### src/rtl/tdm_demux4.sv
// tdm_demux4: 4-slot TDM receive demultiplexer locked to a frame-sync marker.
// Optional macro TDM_LOCK_LOSS_EN: drop lock after two consecutive missing syncs.
module tdm_demux4 #(
    parameter int WIDTH = 1
) (
    input  logic               clk,
    input  logic               rst,
    input  logic [WIDTH-1:0]   din,
    input  logic               din_valid,
    input  logic               frame_sync,
    output logic [4*WIDTH-1:0] d_out,
    output logic               frame_valid,
    output logic [1:0]         slot,
    output logic               locked,
    output logic               sync_err
);

    typedef enum logic {
        HUNT   = 1'b0,
        LOCKED = 1'b1
    } state_t;

    state_t                     state, state_n;
    logic [1:0]                 slot_n;
    logic [2:0][WIDTH-1:0]      sh, sh_n;
    logic [4*WIDTH-1:0]         dout_n;
    logic                       fv_n;
    logic                       err_n;
`ifdef TDM_LOCK_LOSS_EN
    logic [1:0]                 miss, miss_n;
`endif

    // State, shadow and output registers; all cleared by synchronous reset.
    always_ff @(posedge clk) begin
        if (rst) begin
            state       <= HUNT;
            slot        <= 2'd0;
            sh          <= '0;
            d_out       <= '0;
            frame_valid <= 1'b0;
            sync_err    <= 1'b0;
            locked      <= 1'b0;
`ifdef TDM_LOCK_LOSS_EN
            miss        <= 2'd0;
`endif
        end else begin
            state       <= state_n;
            slot        <= slot_n;
            sh          <= sh_n;
            d_out       <= dout_n;
            frame_valid <= fv_n;
            sync_err    <= err_n;
            locked      <= (state_n == LOCKED);
`ifdef TDM_LOCK_LOSS_EN
            miss        <= miss_n;
`endif
        end
    end

    // Next-state: slot tracking, shadow capture and frame transfer.
    always_comb begin
        state_n = state;
        slot_n  = slot;
        sh_n    = sh;
        dout_n  = d_out;
        fv_n    = 1'b0;
        err_n   = 1'b0;
`ifdef TDM_LOCK_LOSS_EN
        miss_n  = miss;
`endif
        if (din_valid) begin
            unique case (state)
                HUNT: begin
                    if (frame_sync) begin
                        sh_n[0] = din;
                        slot_n  = 2'd1;
                        state_n = LOCKED;
`ifdef TDM_LOCK_LOSS_EN
                        miss_n  = 2'd0;
`endif
                    end
                end
                LOCKED: begin
                    if (frame_sync) begin
                        // Sync restarts the frame; off-slot sync drops the partial one.
                        err_n   = (slot != 2'd0);
                        sh_n[0] = din;
                        slot_n  = 2'd1;
`ifdef TDM_LOCK_LOSS_EN
                        miss_n  = 2'd0;
`endif
                    end else begin
                        unique case (slot)
                            2'd0: begin
`ifdef TDM_LOCK_LOSS_EN
                                if (miss != 2'd0) begin
                                    state_n = HUNT;
                                    slot_n  = 2'd0;
                                    miss_n  = 2'd0;
                                end else begin
                                    miss_n  = miss + 2'd1;
                                    sh_n[0] = din;
                                    slot_n  = 2'd1;
                                end
`else
                                sh_n[0] = din;
                                slot_n  = 2'd1;
`endif
                            end
                            2'd1: begin
                                sh_n[1] = din;
                                slot_n  = 2'd2;
                            end
                            2'd2: begin
                                sh_n[2] = din;
                                slot_n  = 2'd3;
                            end
                            2'd3: begin
                                dout_n = {din, sh[2], sh[1], sh[0]};
                                fv_n   = 1'b1;
                                slot_n = 2'd0;
                            end
                        endcase
                    end
                end
            endcase
        end
    end

endmodule

### config.mk
export PLATFORM = sky130hd
export DESIGN_NAME = tdm_demux4
export DESIGN_NICKNAME = d
export VERILOG_FILES = /design/src/rtl/tdm_demux4.sv
export SDC_FILE = /design/constraint.sdc
export NUM_CORES = 1
export LEC_CHECK = 0
export ABC_AREA = 1
export BUFFER_PORTS_ARGS = -buffer_cell sky130_fd_sc_hd__buf_2
export CAP_MARGIN = 20
export CORE_AREA = 3 3 43 45
export DETAILED_ROUTE_END_ITERATION = 7
export DIE_AREA = 0 0 46 48
export REMOVE_ABC_BUFFERS = 1
export SYNTH_ARGS = -nofsm -noshare
export SYNTH_HDL_FRONTEND = slang
export SYNTH_SLANG_ARGS = --single-unit
### constraint.sdc
create_clock -name clk -period 1.8 [get_ports clk]
set_clock_uncertainty 0.2 [all_clocks]
set_input_delay 0.09 -clock clk [delete_from_list [all_inputs] [get_ports clk]]
set_output_delay 0.09 -clock clk [all_outputs]
set_load 0.01 [all_outputs]
==> impl_metrics.yaml <==
power:
  power.leakage_uw: 0.000337
  comb_power_share_pct: 12.2
  p_sw_uw: 126
  p_int_uw: 373
  switching_share_pct: 25.2
  ir_worst_vdd_mv: 0.369
  pwr-share-clk_pct: 32.1
  p_seq_share_pct: 55.7
  power.density_nw_per_um2: 695
clock_tree:
  clk_latency_ns: 0.27
  clkSinkCount: 12
  clk_path_buf_depth: 2
  path_clk_slew_ns: 0.07
  ctsResizeCount: 0
  cts_root_buf: "clkbuf_4"
  cts_made_buffers: 3
  cts_max_level: 1
  cts_tree: "built"
worst_setup_path:
  cp.required_ns: 1.76
  critPathKind: "reg -> reg"
  crit_path_start_kind: "flop"
  cp.arrival_ns: 1.36
  endpoint_kind: "flop"
  crit_fanout: 5
  r2r_setup_slack_ns: 0.40
routing:
  initialDrtViolationCount: 11
  wl_per_cell_um: 10.1
  dr.pass1.iters: 4
  via_per_inst: 4.73
  via_count: 535
  finalWirelength_mm: 1.14
  ant_nets: 0
  drc: 0
global_route:
  grt_pass1_wl_mm: 1.99
  track_usage_pct: 12.7
  grt_pass1_vias: 474
  antenna_found_initial: 0
  grt_max_degree: 10
  gr-total-overflow: 0
sta:
  finalSetupViolCount: 0
  setup_tns_ns: 0
  max_slew_margin_pct: 83.5
  post-route-min-period_ns: 1.40
  post-route-period-util_pct: 78.0
  worstMarginPinSlew_ns: 0.246
  fmax_mhz: 712
  fin_ws_ns: 0.396
  finalHoldViolations: 0
  rsz0062_at_grt: "no"
  slew_viol_final: 0
worst_hold_path:
  min_path_type: "in -> reg"
flow_run:
  drv_cap: 0
cells_and_area:
  final_common_cell: "nor2_1"
  syn_to_final_growth_pct: 23.8
  n_antenna_cell: 0
  final_cell_mix: "nor2_1, buf_2, inv_1, dfxtp_1, nand3_1"
  fin_nets: 108
  postLayoutCoreUtil_pct: 47.6
  drive_gt1_share_pct: 22.7
  fillers: 171
synth:
  synth_cells: 78
  synth_area_per_cell_um2: 7.43
  synth_warnings: 0
  synthDistinctLibCells: 16
  syn_area_um2: 579
  yosysSeqAreaShare_pct: 41.5
  ys_ff_latch: 12
outcome:
  outcome: "finished, final reports clean"
floorplanning:
  core_um2: 1510
  fp.dieH_um: 48
  initial_core_util_pct: 38.5
  pin_count: 14
  fp-row-count: 14
  design.die.area_um2: 2210
  fp.dieW_um: 46
placed_design:
  io_buffers: 13
  pre_cts_slack_ns: 0.431
  dp_hpwl_um: 872
  gp_congestion: 0.904
[synth_stat cells]
cell,n,area (um2)
nor2_4,1,11.3
nor4_1,1,6.26
ha_1,4,50.1
dfxtp_1,12,240
nand3_1,11,55.1
nor2_1,16,60.1
a21oi_1,5,25.0
nor2_2,1,6.26
nand2_1,9,33.8
nand3_2,1,10.0
nand2_4,1,11.3
inv_1,12,45.0
clkinv_4,1,8.76
nor3_1,1,5.00
nand2_2,1,6.26
o21ai_0,1,5.00
[final timing paths]
path,from,end,depth (start not counted)
setup / recovery,slot[1],d_out[3],6
hold / removal,frame_sync,sync_err,3
setup reg to reg,slot[1],d_out[3],6
hold reg to reg,d_out[0],d_out[0],2
[kinds of logic (layout without fill, tap and decap cells)]
logic type                 after synthesis  after routing  share of synthesized area, %
adders and majority gates                4              4                          8.64
DFF                                     12             12                          41.5
AOI/OAI and AO/OA                        6              6                          5.18
buffers and inverters                   13             32                          9.29
and+or+nand+nor                         43             43                          35.4
[final cells by class]
type / instances / area (um2) / share of cell area (%)
Multi-Input combinational cell: 53 / 285 / 39.8
Sequential cell: 12 / 240 / 33.5
Inverter: 13 / 53.8 / 7.50
Timing Repair Buffer: 16 / 95.1 / 13.3
Tap cell: 16 / 20.0 / 2.79
Clock buffer: 3 / 22.5 / 3.14
[flip-flops by register name (all words and copies together), names as in the netlist]
signal       cells
d_out            4
sh               3
slot             2
frame_valid      1
state            1
sync_err         1
[worst max-delay path, stage by stage (launching register included)]
cell and delay (ns):
dfxtp_1 0.40, ha_1 0.22, inv_1 0.05, nor2_1 0.20, nand3_1 0.11, nand2_1 0.09, nor2_2 0.03
[metrics by stage]
| step | power [uW] | std cells | instance area (um2) | hold slack [ns] |
|---|---|---|---|---|
| after floorplan | 319 | 78 | 579 | -0.0409 |
| after detailed placement | 340 | 107 | 664 | 0.121 |
| after global placement | 339 | 107 | 664 | 0.116 |
| after global routing | 526 | 113 | 717 | 0.0376 |
| final | 498 | 113 | 717 | 0.0188 |
| after CTS | 505 | 113 | 717 | 0.0140 |
[power by group through the flow]
| stage | registers (uW) | logic (uW) | clock network (uW) |
|---|---|---|---|
| 2_1_floorplan | 285 | 34.2 | 0 |
| 3_3_place_gp | 283 | 55.7 | 0 |
| 3_5_place_dp | 284 | 55.6 | 0 |
| 4_1_cts | 277 | 60.9 | 167 |
| 5_1_grt | 278 | 69.1 | 179 |
| 6_report | 277 | 60.9 | 160 |
[routing by layer]
metal	global-route usage (%)	wire length [um]	share of wire, %
met1	17.3	548	48
met2	18.1	495	43
met3	2.26	73	6.4
met4	8.52	25	2.2
met5	0	0	0
[repair_timing]
| action | 4_1_cts | 5_1_grt |
|---|---|---|
| hold buffers | 3 | 0 |
| setup buffers | 0 | 0 |
| endpoints found under the hold margin | 9 | 0 |
No activity file was read; power rests on OpenSTA's default activity.
